--- src/rtl/uniq_list_ser_pkg.sv ---
// Shared defaults, state encoding and constants for the unique-list serializer.
// UNIQ_LIST_SER_HEADER_EN adds the HDR state for the optional count header beat.
package uniq_pkg;

  localparam int DATA_W = 8;
  localparam int DEPTH  = 4;
  localparam int IDX_W  = $clog2(DEPTH);
  localparam int CNT_W  = $clog2(DEPTH + 1);

  localparam logic [7:0] DROP_MAX = 8'hFF;

`ifdef UNIQ_LIST_SER_HEADER_EN
  typedef enum logic [1:0] {IDLE, SEND, HDR} state_e;
`else
  typedef enum logic {IDLE, SEND} state_e;
`endif

endpackage

--- src/rtl/uniq_list_ser_if.sv ---
// Streaming word interface (valid/ready) from the serializer to a byte-wide sink.
// hdr_out exists only when UNIQ_LIST_SER_HEADER_EN is defined.
interface uniq_list_ser_if #(
  parameter int DATA_W = uniq_pkg::DATA_W,
  parameter int IDX_W  = uniq_pkg::IDX_W
);
  logic [DATA_W-1:0] data_out;
  logic              data_valid_out;
  logic              data_ready_in;
  logic [IDX_W-1:0]  data_idx_out;
  logic              data_last_out;
`ifdef UNIQ_LIST_SER_HEADER_EN
  logic              hdr_out;
`endif

  modport master (
    output data_out, data_valid_out, data_idx_out, data_last_out,
`ifdef UNIQ_LIST_SER_HEADER_EN
    output hdr_out,
`endif
    input  data_ready_in
  );

  modport slave (
    input  data_out, data_valid_out, data_idx_out, data_last_out,
`ifdef UNIQ_LIST_SER_HEADER_EN
    input  hdr_out,
`endif
    output data_ready_in
  );
endinterface

--- src/rtl/uniq_valid_count.sv ---
// Leading-ones count from bit 0 of a per-entry valid mask (4'b1011 -> 2).
// Combinational; reusable by any consumer of the unique-value list.
module uniq_valid_count #(
  parameter int DEPTH = uniq_pkg::DEPTH,
  parameter int CNT_W = uniq_pkg::CNT_W
) (
  input  logic [DEPTH-1:0] list_valid_in,
  output logic [CNT_W-1:0] n_out
);
  logic w_run;

  always_comb begin
    // NOTE: every variable gets a default before the loop so no path leaves it unassigned (no latch).
    n_out = '0;
    w_run = 1'b1;
    for (int k = 0; k < DEPTH; k++) begin
      if (w_run && list_valid_in[k]) n_out = n_out + CNT_W'(1);
      else                            w_run = 1'b0;
    end
  end
endmodule

--- src/rtl/uniq_list_ser.sv ---
// Snapshots the tracker's list on snap_req_in and streams valid entries, entry 0 first.
// UNIQ_LIST_SER_HEADER_EN prepends a beat carrying the entry count N.
module uniq_list_ser #(
  parameter int DATA_W = uniq_pkg::DATA_W,
  parameter int DEPTH  = uniq_pkg::DEPTH,
  parameter int IDX_W  = uniq_pkg::IDX_W
) (
  input  logic                    clk_in,
  input  logic                    rst_in,
  input  logic                    snap_req_in,
  input  logic [DEPTH*DATA_W-1:0] list_in,
  input  logic [DEPTH-1:0]        list_valid_in,
  uniq_list_ser_if.master         dout,
  output logic                    busy_out,
  output logic [7:0]              drop_cnt_out
);
  import uniq_pkg::*;

  localparam int N_W = $clog2(DEPTH + 1);

  state_e            r_state;
  logic [DATA_W-1:0] r_snap [DEPTH];
  logic [N_W-1:0]    r_n;
  logic [IDX_W-1:0]  r_idx;
  logic [DATA_W-1:0] r_data;
  logic              r_last;
  logic              r_busy;
  logic [7:0]        r_drop;
`ifdef UNIQ_LIST_SER_HEADER_EN
  logic              r_hdr;
`endif

  logic [N_W-1:0]    w_n;
  logic              w_capture;
  logic              w_drop;
  logic [IDX_W-1:0]  w_idx_nx;
  logic              w_next_last;

  uniq_valid_count #(.DEPTH(DEPTH), .CNT_W(N_W)) u_valid_count (
    .list_valid_in (list_valid_in),
    .n_out         (w_n)
  );

  assign w_capture   = (r_state == IDLE) && snap_req_in && (w_n != '0);
  // Any request outside IDLE is dropped, including one on the last-transfer edge.
  assign w_drop      = snap_req_in && ((r_state != IDLE) || (w_n == '0));
  assign w_idx_nx    = r_idx + IDX_W'(1);
  assign w_next_last = (N_W'(r_idx) + N_W'(2)) == r_n;

  always_ff @(posedge clk_in or posedge rst_in) begin
    // NOTE: sequential state uses non-blocking assignments so every register samples pre-edge values.
    if (rst_in) begin
      r_state <= IDLE;
      r_n     <= '0;
      r_idx   <= '0;
      r_data  <= '0;
      r_last  <= 1'b0;
      r_busy  <= 1'b0;
`ifdef UNIQ_LIST_SER_HEADER_EN
      r_hdr   <= 1'b0;
`endif
    end else begin
      case (r_state)
        IDLE: begin
          if (w_capture) begin
            r_n    <= w_n;
            r_idx  <= '0;
            r_busy <= 1'b1;
`ifdef UNIQ_LIST_SER_HEADER_EN
            r_state <= HDR;
            r_data  <= DATA_W'(w_n);
            r_last  <= 1'b0;
            r_hdr   <= 1'b1;
`else
            r_state <= SEND;
            r_data  <= list_in[DATA_W-1:0];
            r_last  <= (w_n == N_W'(1));
`endif
          end
        end
`ifdef UNIQ_LIST_SER_HEADER_EN
        HDR: begin
          if (dout.data_ready_in) begin
            r_state <= SEND;
            r_data  <= r_snap[0];
            r_last  <= (r_n == N_W'(1));
            r_hdr   <= 1'b0;
          end
        end
`endif
        SEND: begin
          if (dout.data_ready_in) begin
            if (r_last) begin
              r_state <= IDLE;
              r_busy  <= 1'b0;
              r_last  <= 1'b0;
              r_data  <= '0;
              r_idx   <= '0;
            end else begin
              r_idx  <= w_idx_nx;
              r_data <= r_snap[w_idx_nx];
              r_last <= w_next_last;
            end
          end
        end
        default: r_state <= IDLE;
      endcase
    end
  end

  always_ff @(posedge clk_in or posedge rst_in) begin
    // NOTE: the snapshot array is reset so a fresh frame never exposes stale pre-reset data.
    if (rst_in) begin
      for (int k = 0; k < DEPTH; k++) r_snap[k] <= '0;
    end else if (w_capture) begin
      for (int k = 0; k < DEPTH; k++) r_snap[k] <= list_in[k*DATA_W +: DATA_W];
    end
  end

  always_ff @(posedge clk_in or posedge rst_in) begin
    if (rst_in)                           r_drop <= '0;
    else if (w_drop && r_drop != DROP_MAX) r_drop <= r_drop + 8'd1;
  end

  assign dout.data_out       = r_data;
  assign dout.data_valid_out = r_busy;
  assign dout.data_idx_out   = r_idx;
  assign dout.data_last_out  = r_last;
`ifdef UNIQ_LIST_SER_HEADER_EN
  assign dout.hdr_out        = r_hdr;
`endif
  assign busy_out            = r_busy;
  assign drop_cnt_out        = r_drop;
endmodule

--- src/flat_wrapper.sv ---
// flat-port wrapper written by rule: the top's interface ports become plain ports
module uniq_list_ser_flat import uniq_pkg::*;
#(
  parameter int DATA_W = uniq_pkg::DATA_W,
  parameter int DEPTH  = uniq_pkg::DEPTH,
  parameter int IDX_W  = uniq_pkg::IDX_W
)
  (clk_in, rst_in, snap_req_in, list_in, list_valid_in, busy_out, drop_cnt_out, dout_data_out, dout_data_valid_out, dout_data_idx_out, dout_data_last_out, dout_data_ready_in);
  uniq_list_ser_if #(.DATA_W(DATA_W), .IDX_W(IDX_W)) dout_i ();
  input  logic clk_in;
  input  logic rst_in;
  input  logic snap_req_in;
  input  logic [DEPTH*DATA_W-1:0] list_in;
  input  logic [DEPTH-1:0] list_valid_in;
  output logic busy_out;
  output logic [7:0] drop_cnt_out;
  output wire logic [$bits(dout_i.data_out)-1:0] dout_data_out;
  output wire logic [$bits(dout_i.data_valid_out)-1:0] dout_data_valid_out;
  output wire logic [$bits(dout_i.data_idx_out)-1:0] dout_data_idx_out;
  output wire logic [$bits(dout_i.data_last_out)-1:0] dout_data_last_out;
  input wire logic [$bits(dout_i.data_ready_in)-1:0] dout_data_ready_in;
  assign dout_data_out = dout_i.data_out;
  assign dout_data_valid_out = dout_i.data_valid_out;
  assign dout_data_idx_out = dout_i.data_idx_out;
  assign dout_data_last_out = dout_i.data_last_out;
  assign dout_i.data_ready_in = dout_data_ready_in;
  uniq_list_ser #(.DATA_W(DATA_W), .DEPTH(DEPTH), .IDX_W(IDX_W)) u_core (.clk_in(clk_in), .rst_in(rst_in), .snap_req_in(snap_req_in), .list_in(list_in), .list_valid_in(list_valid_in), .dout(dout_i), .busy_out(busy_out), .drop_cnt_out(drop_cnt_out));
endmodule
--- config.mk ---
export PLATFORM = sky130hd
export DESIGN_NAME = uniq_list_ser_flat
export DESIGN_NICKNAME = d
export VERILOG_FILES = /design/src/rtl/uniq_list_ser_pkg.sv /design/src/rtl/uniq_list_ser_if.sv /design/src/rtl/uniq_valid_count.sv /design/src/rtl/uniq_list_ser.sv /design/src/flat_wrapper.sv
export SDC_FILE = /design/constraint.sdc
export NUM_CORES = 1
export LEC_CHECK = 0
export ABC_AREA = 0
export CORE_MARGIN = 1
export CORE_UTILIZATION = 45
export DETAILED_ROUTE_END_ITERATION = 10
export PLACE_DENSITY = 0.72
export SLEW_MARGIN = 20
export SYNTH_ARGS = -nofsm -noshare
export SYNTH_HDL_FRONTEND = slang
export SYNTH_HIERARCHICAL = 1
export SYNTH_SLANG_ARGS = --single-unit
--- constraint.sdc ---
create_clock -name clk_in -period 1.8 [get_ports clk_in]
set_input_delay 0.45 -clock clk_in [delete_from_list [all_inputs] [get_ports clk_in]]
set_output_delay 0.45 -clock clk_in [all_outputs]
set_load 0.1 [all_outputs]
# After elaboration in Yosys (flattened, before gate mapping)

Index checks and enable logic that the tools add are counted.
Widths: inputs -> output; s select.

Bits in registers: 56

Add/subtract/negate cells: 6
Order comparisons: 1
Eq/ne operators: 6
Multiplexer cells: 30
Bitwise operators: 2
Reduce and logical (&&, ||, !) cells: 13

Operator list:

| kind                | count |
|---|---|
| $mux 8              | 5 |
| $bmux 8 s2          | 1 |
| $pmux 8 s2          | 1 |
| $mux 1              | 13 |
| $add 3x1->3 const B | 3 |
| $mux 3              | 3 |
| $add 8x1->8 const B | 1 |
| $ne 8x8->1 const B  | 1 |
| $logic_and 1x1->1   | 7 |
| $mux 2              | 3 |
| $pmux 1 s2          | 3 |
| $ne 2x2->1 const B  | 2 |
| $pmux 2 s2          | 1 |
| $reduce_and 2->1    | 2 |
| $add 2x2->3 const B | 1 |
| $eq 3x1->1 const B  | 1 |
| $eq 3x3->1          | 1 |
| $ge 3x3->1 const B  | 1 |
| $logic_not 3->1     | 1 |
| $not 2->3           | 1 |
| $reduce_and 3->1    | 1 |
| $reduce_bool 3->1   | 1 |
| $add 2x1->2 const B | 1 |
| $ne 2x1->1 const B  | 1 |
| 2 further kinds     | 2 |

# Depth between registers and ports, before layout

Gate-level depths: netlist of the first run.

Depth in word-level cells: 11
Mapped depth: 10
Mapped depth without buffers: 9

# Hierarchy

The synthesis of the first run kept the hierarchy.

Modules (own cells, without submodules):

| module           | instances | cells each | area each (µm²) | seq. area each (µm²) |
|---|---|---|---|---|
| uniq_list_ser    | 1         | 187        | 2576.2          | 1401.3 |
| uniq_valid_count | 1         | 11         | 63.8            | 0.0 |

# Worst setup path before layout of the first run

No wires, ideal clock.

Kind: register -> register
Start: register u_core.r_idx[1] (netlist: u_core/dout.data_idx_out[1])
End: register u_core.r_data[0] (netlist: u_core/dout.data_out[0])
Library setup time: 0.137 ns
Data arrival time: 2.022 ns
Data required time: 1.663 ns
Setup slack: -0.359 ns
Stages on the path, launching flop included: 5
Period minus slack after synthesis: 2.159 ns
Cell sequence: dfrtp_1 buf_4 mux4_2 a22oi_1 a21oi_1

Word-level cells in the longest chain between the ends: 8

Ends and longest elaborated chain:

| item                                       | line                 | RTL |
|---|---|---|
| from (decl)                                | uniq_list_ser.sv:24  | `logic [IDX_W-1:0] r_idx;` |
| from (signal assigned)                     | uniq_list_ser.sv:100 | `r_idx <= w_idx_nx;` |
| $add 2x1->2                                | uniq_list_ser.sv:47  | `assign w_idx_nx = r_idx + IDX_W'(1);` |
| $not 2->3 (not written as such)            | uniq_list_ser.sv:101 | `r_data <= r_snap[w_idx_nx];` |
| $bmux 8 s2                                 | uniq_list_ser.sv:101 |  |
| $mux 8 (not written as such) (2 in series) | uniq_list_ser.sv:101 |  |
| $mux 8                                     | uniq_list_ser.sv:93  | `if (r_last) begin` |
| $mux 8                                     | uniq_list_ser.sv:92  | `if (dout.data_ready_in) begin` |
| $pmux 8 s2                                 | uniq_list_ser.sv:63  | `case (r_state)` |
| to (signal assigned)                       | uniq_list_ser.sv:76  | `r_data <= list_in[DATA_W-1:0];` |
| to (signal assigned)                       | uniq_list_ser.sv:101 |  |
| to (decl)                                  | uniq_list_ser.sv:25  | `logic [DATA_W-1:0] r_data;` |

No other way between the ends. The select of a mux whose other input is x is not followed.
A chain may end at the register's enable or synchronous reset.

# Final worst setup path of the first run

Start: input port list_valid_in[1]
End: register u_core/r_snap[10] (netlist name)

Word-level cells in the longest chain between the ends: 8

Ends and longest elaborated chain:

| item                                                    | line                   | RTL |
|---|---|---|
| from (decl)                                             | flat_wrapper.sv:14     | `input logic [DEPTH-1:0] list_valid_in;` |
| $logic_and 1x1->1 (*)                                   | uniq_valid_count.sv:17 | `if (w_run && list_valid_in[k]) n_out = n_out + CNT_W'(1);` |
| $mux 3 / $mux 1 (equally long branches)                 | uniq_valid_count.sv:17 |  |
| $add 3x1->3 / $logic_and 1x1->1 (equally long branches) | uniq_valid_count.sv:17 |  |
| $mux 3 / $mux 1 (equally long branches)                 | uniq_valid_count.sv:17 |  |
| $add 3x1->3 / $logic_and 1x1->1 (equally long branches) | uniq_valid_count.sv:17 |  |
| $mux 3 (*)                                              | uniq_valid_count.sv:17 |  |
| named net u_core.w_n[1]                                 | uniq_list_ser.sv:33    | `logic [N_W-1:0] w_n;` |
| $reduce_bool 3->1 (*)                                   | uniq_list_ser.sv:44    | `assign w_capture = (r_state == IDLE) && snap_req_in && (w_n != '0);` |
| $logic_and 1x1->1 (*)                                   | uniq_list_ser.sv:44    |  |
| to (decl)                                               | uniq_list_ser.sv:22    | `logic [DATA_W-1:0] r_snap [DEPTH];` |

Mark *: on every way through the listed nets, which the timed path passes. The rest lies on a longest branch.

==> results.yml, run 1 <==
run_status:
  outcome: "complete, but fails checks"
  violations: "negative setup slack"
grt:
  grt_pass1_vias: 1835
  gr-total-overflow: 0
  grt_first_pass_wirelength_um: 8721
  grt_max_degree: 57
  antenna_found_initial: 0
  track_usage_pct: 18.54
yosys:
  syn_area_per_cell_sq_um: 13.33
  yosys-top-cells-count: "dfrtp_1, mux2_2, nor2_1, a21oi_1"
  synth.most_common_cell: "dfrtp_1"
  synth_seq_cells: 56
  synthCells: 198
  synth-edff-count: 0
  syn_area_sq_um: 2640
  synth_area_leaders: "dfrtp_1, mux2_2, mux4_2"
  yosysUniqueCellTypes: 39
  yosysWarnings: 6
  synth-seq-area-share_pct: 53.08
  synth.net_count: 240
  synth_top_cell_area_share_pct: 53.08
  synth_top_area_cell: "dfrtp_1"
  synth_ff_type: "dfrtp_1"
  async_flop_share_pct: 100.0
detailed_routing:
  wl_per_cell_um: 15.67
  routed-via-count: 1856
  drc: 0
  drtIter0Drc: 63
  ant_nets: 0
  viasPerCell: 5.213
  drt_wl_total_um: 5580
  dr.pass1.iters: 4
worst_setup_path:
  crit_end: "u_core/r_snap[10]$_DFFE_PP0P_"
  r2r_end: "u_core/dout.data_out[7]$_DFFE_PP0P_"
  worst-endpoint-arrival_ps: 2020
  path_class: "input port to register"
  end_kind: "register"
  rrSetupSlack_ps: 230
  reg2reg_depth: 4
  critPathLaunchType: "input port"
  critPathMaxFanout: 8
  startpoint: "list_valid_in[1]"
  r2r-start: "u_core/r_state$_DFF_PP0_"
  crit_required_ps: 1990
cts:
  cts_htree_levels: 2
  numCtsBuffers: 5
  hold_buffers: 0
  cts_sinks: 56
  cts-root-buf: "clkbuf_8"
  clock_latency_ps: 310
  cts_tree: "done"
  clkTransAtPathRegs_ps: 100
  cts_max_path_buffers: 2
floorplan:
  rows: 27
  dieArea_sq_um: 6177
  dieHeight_um: 78.60
  coreArea_sq_um: 5574
  die_w_um: 78.60
  pin_count: 61
  start_util_pct: 47.36
power_and_ir_drop:
  p_switching_mw: 3.470
  comb_power_share_pct: 59.4
  internal-power_mw: 4.196
  sw_frac_of_total_pct: 45.26
  power_frac_clock_pct: 8.7
  vdd_drop_max_mv: 1.199
  power_density_nw_per_um2: 1915
  power_frac_seq_pct: 31.9
  leakage_nw: 1.682
flow_run:
  max_cap_violations: 0
sta:
  whs_ps: 513.5
  setup_viol: 5
  final.period_utilization_pct: 101.2
  fin_crit_ps: 1822
  rsz0062_at_grt: "true"
  fmax_mhz: 548.9
  relSlewSlack_pct: 41.66
  fin_ws_ps: -21.83
  finalMaxSlewViolations: 0
  hold_violations: 0
  skew_ps: 12.91
  worstMarginPinSlew_ps: 871.8
final_layout:
  final_nets: 325
  drive_gt1_share_pct: 47.18
  area_growth_pct: 51.66
  diodes: 0
  finish.utilization_pct: 71.83
place:
  gp_congestion: 0.7564
  dp_hpwl_um: 3770
  io_buffers: 60
worst_hold_path:
  worstHoldPathType: "register to register"
metrics by stage:
| step | total power [mW] | std cells | worst slack [ps] | TNS, ps | instance area (sq um) |
|---|---|---|---|---|---|
| floorplan | 5.282 | 198 | -293.3 | -10870 | 2718 |
| global placement | 6.798 | 340 | -808.1 | -38930 | 3731 |
| detailed placement | 6.885 | 340 | -873.2 | -42090 | 3731 |
| CTS | 7.570 | 350 | 2.890 | 0 | 3864 |
| global route | 8.022 | 356 | -72.86 | -1128 | 4004 |
| finish | 7.666 | 356 | -21.83 | -42.54 | 4004 |
worst min path at each step:
stage / from / to / slack [ps] / cells after the start
5_1_grt: u_core/r_snap[10]$_DFFE_PP0P_ / u_core/r_snap[10]$_DFFE_PP0P_ / 530 / 1
3_5_place_dp: u_core/r_snap[22]$_DFFE_PP0P_ / u_core/r_snap[22]$_DFFE_PP0P_ / 490 / 1
2_1_floorplan: u_core/r_snap[7]$_DFFE_PP0P_ / u_core/r_snap[7]$_DFFE_PP0P_ / 480 / 1
6_report: u_core/r_snap[29]$_DFFE_PP0P_ / u_core/r_snap[29]$_DFFE_PP0P_ / 510 / 1
4_1_cts: u_core/r_snap[28]$_DFFE_PP0P_ / u_core/r_snap[28]$_DFFE_PP0P_ / 520 / 1
3_3_place_gp: u_core/r_snap[25]$_DFFE_PP0P_ / u_core/r_snap[25]$_DFFE_PP0P_ / 480 / 1
cell type report:
cell class,instances,area (sq um)
clock inverter,2,12.51
multi-input combinational,124,1251
inverter,9,37.54
timing repair buffer,87,1129
sequential,56,1411
tap,72,90.09
clock buffer,6,72.57
fill,389,1570
repair_timing:
action                                  4_1_cts  5_1_grt
buffers inserted                              3        2
endpoints found under the setup margin       56       45
gates resized for setup                      24       11
cloned                                        0        4
pin swaps                                     7        0
worst max-delay path, cell delays in order:
cell       delay, ps
buf_8            100
a21boi_4         160
ha_4             210
inv_2             60
a31oi_4           90
nor3_4           260
nor2_4            80
buf_6            140
clkbuf_16        160
mux2_4           300
registers in the layout (all words and copies together) (netlist names):
signal	flops
u_core/drop_cnt_out	8
u_core/dout.data_last_out	1
u_core/dout.data_idx_out	2
u_core/r_snap	32
u_core/busy_out	1
u_core/dout.data_out	8
u_core/r_state	1
u_core/r_n	3
cells in the final DEF, fill, tap and decap left out, types with 2 or more instances in the layout:
master	synthesis	routed
dfrtp_1	56	50
clkdlybuf4s50_1	0	35
mux2_2	38	29
buf_12	0	24
buf_4	5	17
a21oi_1	10	9
mux2_4	0	9
nor2_1	13	8
mux4_2	8	8
a22oi_1	8	8
nand2_1	8	7
clkbuf_8	0	5
buf_6	0	5
nor2_2	0	5
dfrtp_2	0	5
inv_2	1	4
inv_1	8	4
xor2_1	4	4
clkbuf_16	0	3
nand3_1	3	3
nand2b_1	4	3
clkinvlp_4	0	2
buf_8	0	2
a21o_1	2	2
kinds of logic after synthesis:
group	count (synthesis)	synth area share, %
buffers and inverters	18	3.412
flip-flops	56	53.08
multiplexers	48	23.84
AO/OA/AOI/OAI	30	8.436
AND/OR/NAND/NOR	39	8.626
adder cells (fa/ha/maj)	2	0.9477
XOR/XNOR	5	1.659
power by group through the flow:
stage | registers, mW | logic [mW] | clock network (mW)
3_3_place_gp | 2.43 | 4.37 | 0
2_1_floorplan | 3.74 | 1.54 | 0
3_5_place_dp | 2.47 | 4.42 | 0
6_report | 2.45 | 4.55 | 0.671
5_1_grt | 2.54 | 4.74 | 0.744
4_1_cts | 2.44 | 4.44 | 0.692
per-layer routing:
metal / global-route usage (%) / routed length (um) / share of wire [%] / up-vias
met2: 29.48 / 2714 / 49 / 43
met5: 0 / 0 / 0 / -
met4: 6.296 / 73 / 1.3 / 0
li1: - / - / - / 885
met1: 25.00 / 2566 / 46 / 922
met3: 4.186 / 226 / 4.1 / 6
(Power assumes the default switching activity.)
==> run 2: changes to the inputs <==
--- a/config.mk
+++ b/config.mk
@@ -6,6 +6,7 @@
 export NUM_CORES = 1
 export LEC_CHECK = 0
 export ABC_AREA = 0
+export CORE_ASPECT_RATIO = 1.5
 export CORE_MARGIN = 1
 export CORE_UTILIZATION = 45
 export DETAILED_ROUTE_END_ITERATION = 10
==> results.yml, run 2 (synthesis results as in run 1) <==
final_layout:
  diodes: 0
  layout_commonest_cell: "dfrtp_1"
  largest_register_ffs: 32
  layout_common_cells: "dfrtp_1, mux2_4, clkdlybuf4s50_1"
  largest-register: "u_core/r_snap"
  final_nets: 332
  fill_cells: 339
  fin_cells: 361
  drive_gt1_share_pct: 48.11
  area_growth_pct: 60.47
detailed_routing:
  drtIter0Drc: 99
  wl_per_cell_um: 19.68
  ant_nets: 0
  drt_wl_total_um: 7105
  drc: 0
  routed-via-count: 2039
  dr.pass1.iters: 4
  viasPerCell: 5.648
worst_setup_path:
  worst-endpoint-arrival_ps: 2190
  critPathMaxFanout: 5
  reg2reg_depth: 5
  crit_required_ps: 1990
  slowest_delay_ps: 300
  crit_end: "u_core/r_snap[30]$_DFFE_PP0P_"
  end_kind: "register"
  startpoint: "list_valid_in[0]"
  cpMaxStageDelayCell: "ha_1"
  path_cells: "buf_8, a21boi_2, ha_1, inv_2, a31oi_4, nor3_4, buf_6, nor2_4, buf_12, clkbuf_16, mux2_4"
  r2r-start: "u_core/r_state$_DFF_PP0_"
  critPathLaunchType: "input port"
  path_class: "input port to register"
  r2r_end: "u_core/r_snap[30]$_DFFE_PP0P_"
  rrSetupSlack_ps: 110
cts:
  cts_max_path_buffers: 2
  clkTransAtPathRegs_ps: 90
  cts_tree: "done"
  cts-root-buf: "clkbuf_8"
  clock_latency_ps: 310
  numCtsBuffers: 5
  cts_sinks: 56
  cts_htree_levels: 2
grt:
  track_usage_pct: 24.20
  grt_pass1_vias: 2164
  gr-total-overflow: 0
  grt_busiest_layer: "met2"
  grt_use_met2_pct: 43.51
  grt_max_degree: 57
  antenna_found_initial: 0
  grt_util_met1_pct: 29.35
  gr-usage-met3_pct: 4.384
  grt_first_pass_wirelength_um: 11130
sta:
  whs_ps: 514.3
  rsz0062_at_grt: "true"
  setup_viol: 47
  final.period_utilization_pct: 111.0
  worstMarginPinSlew_ps: 328.4
  tns_ps: -6934
  fin_crit_ps: 1998
  hold_violations: 0
  fin_ws_ps: -197.7
  fmax_mhz: 500.6
  finalMaxSlewViolations: 0
  skew_ps: 14.74
  relSlewSlack_pct: 78.02
floorplan:
  dieHeight_um: 95.81
  coreArea_sq_um: 5574
  pin_count: 61
  dieArea_sq_um: 6184
  die_w_um: 64.54
  start_util_pct: 47.36
  rows: 33
place:
  dp_cells: 334
  io_buffers: 60
  place_ws_ps: -890.9
  dp_hpwl_um: 4172
  gp_congestion: 0.7730
power_and_ir_drop:
  finalPower_mw: 8.267
  leakage_nw: 1.845
  vdd_drop_max_mv: 1.444
  power_density_nw_per_um2: 1951
run_status:
  violations: "negative setup slack"
  outcome: "complete, but fails checks"
worst_hold_path:
  worstHoldPathType: "register to register"
  hold_depth: 1
  holdCritStartpoint: "u_core/r_snap[24]$_DFFE_PP0P_"
flow_run:
  max_cap_violations: 0
[run 2: worst min-delay path by stage]
stage / to / slack (ps)
2_1_floorplan: u_core/r_snap[7]$_DFFE_PP0P_ / 480
3_3_place_gp: u_core/r_snap[24]$_DFFE_PP0P_ / 490
3_5_place_dp: u_core/r_snap[7]$_DFFE_PP0P_ / 490
4_1_cts: u_core/r_snap[11]$_DFFE_PP0P_ / 520
5_1_grt: u_core/r_snap[10]$_DFFE_PP0P_ / 530
6_report: u_core/r_snap[24]$_DFFE_PP0P_ / 510
[run 2: worst max-delay path, delay by kind of cell]
kind / cells / cell delay [ps]
buf+inv: 5 / 640
fa+ha+maj: 1 / 300
mux: 1 / 290
simple gates: 2 / 270
compound gates: 2 / 230
[run 2: metrics by stage]
step,cell area (sq um),util [%]
floorplan,2718,-
CTS,4264,76.50
finish,4237,76.00
detailed placement,3699,66.35
global placement,3699,66.35
global route,4237,76.00
[run 2: power breakdown]
part | switching, mW | total, mW | internal (mW)
Combinational | 2.61 | 4.86 | 2.25
Clock | 0.412 | 0.868 | 0.456
Sequential | 0.660 | 2.54 | 1.88
Total | 3.68 | 8.27 | 4.59
[run 2: area by class of cell]
class	instances	area, sq um	area share (%)
repair buffers	94	1210	28.56
multi-input cells	124	1369	32.31
clock inverters	2	38.79	0.9155
well taps	70	87.58	2.067
inverters	9	37.54	0.8860
flip-flops and latches	56	1411	33.31
clock buffers	6	82.58	1.949
[run 2: what timing repair did]
item                                    4_1_cts  5_1_grt
pin swaps                                    10        6
resized for setup                            62       10
hold buffers                                  0        0
setup buffers                                14        3
cloned                                        4        2
endpoints found under the setup margin       56       57
[run 2: per-layer routing]
layer | up-vias | part of all wire, %
li1 | 895 | -
met1 | 1069 | 42
met2 | 67 | 54
met3 | 8 | 3.0
met4 | 0 | 1.0
met5 | - | 0
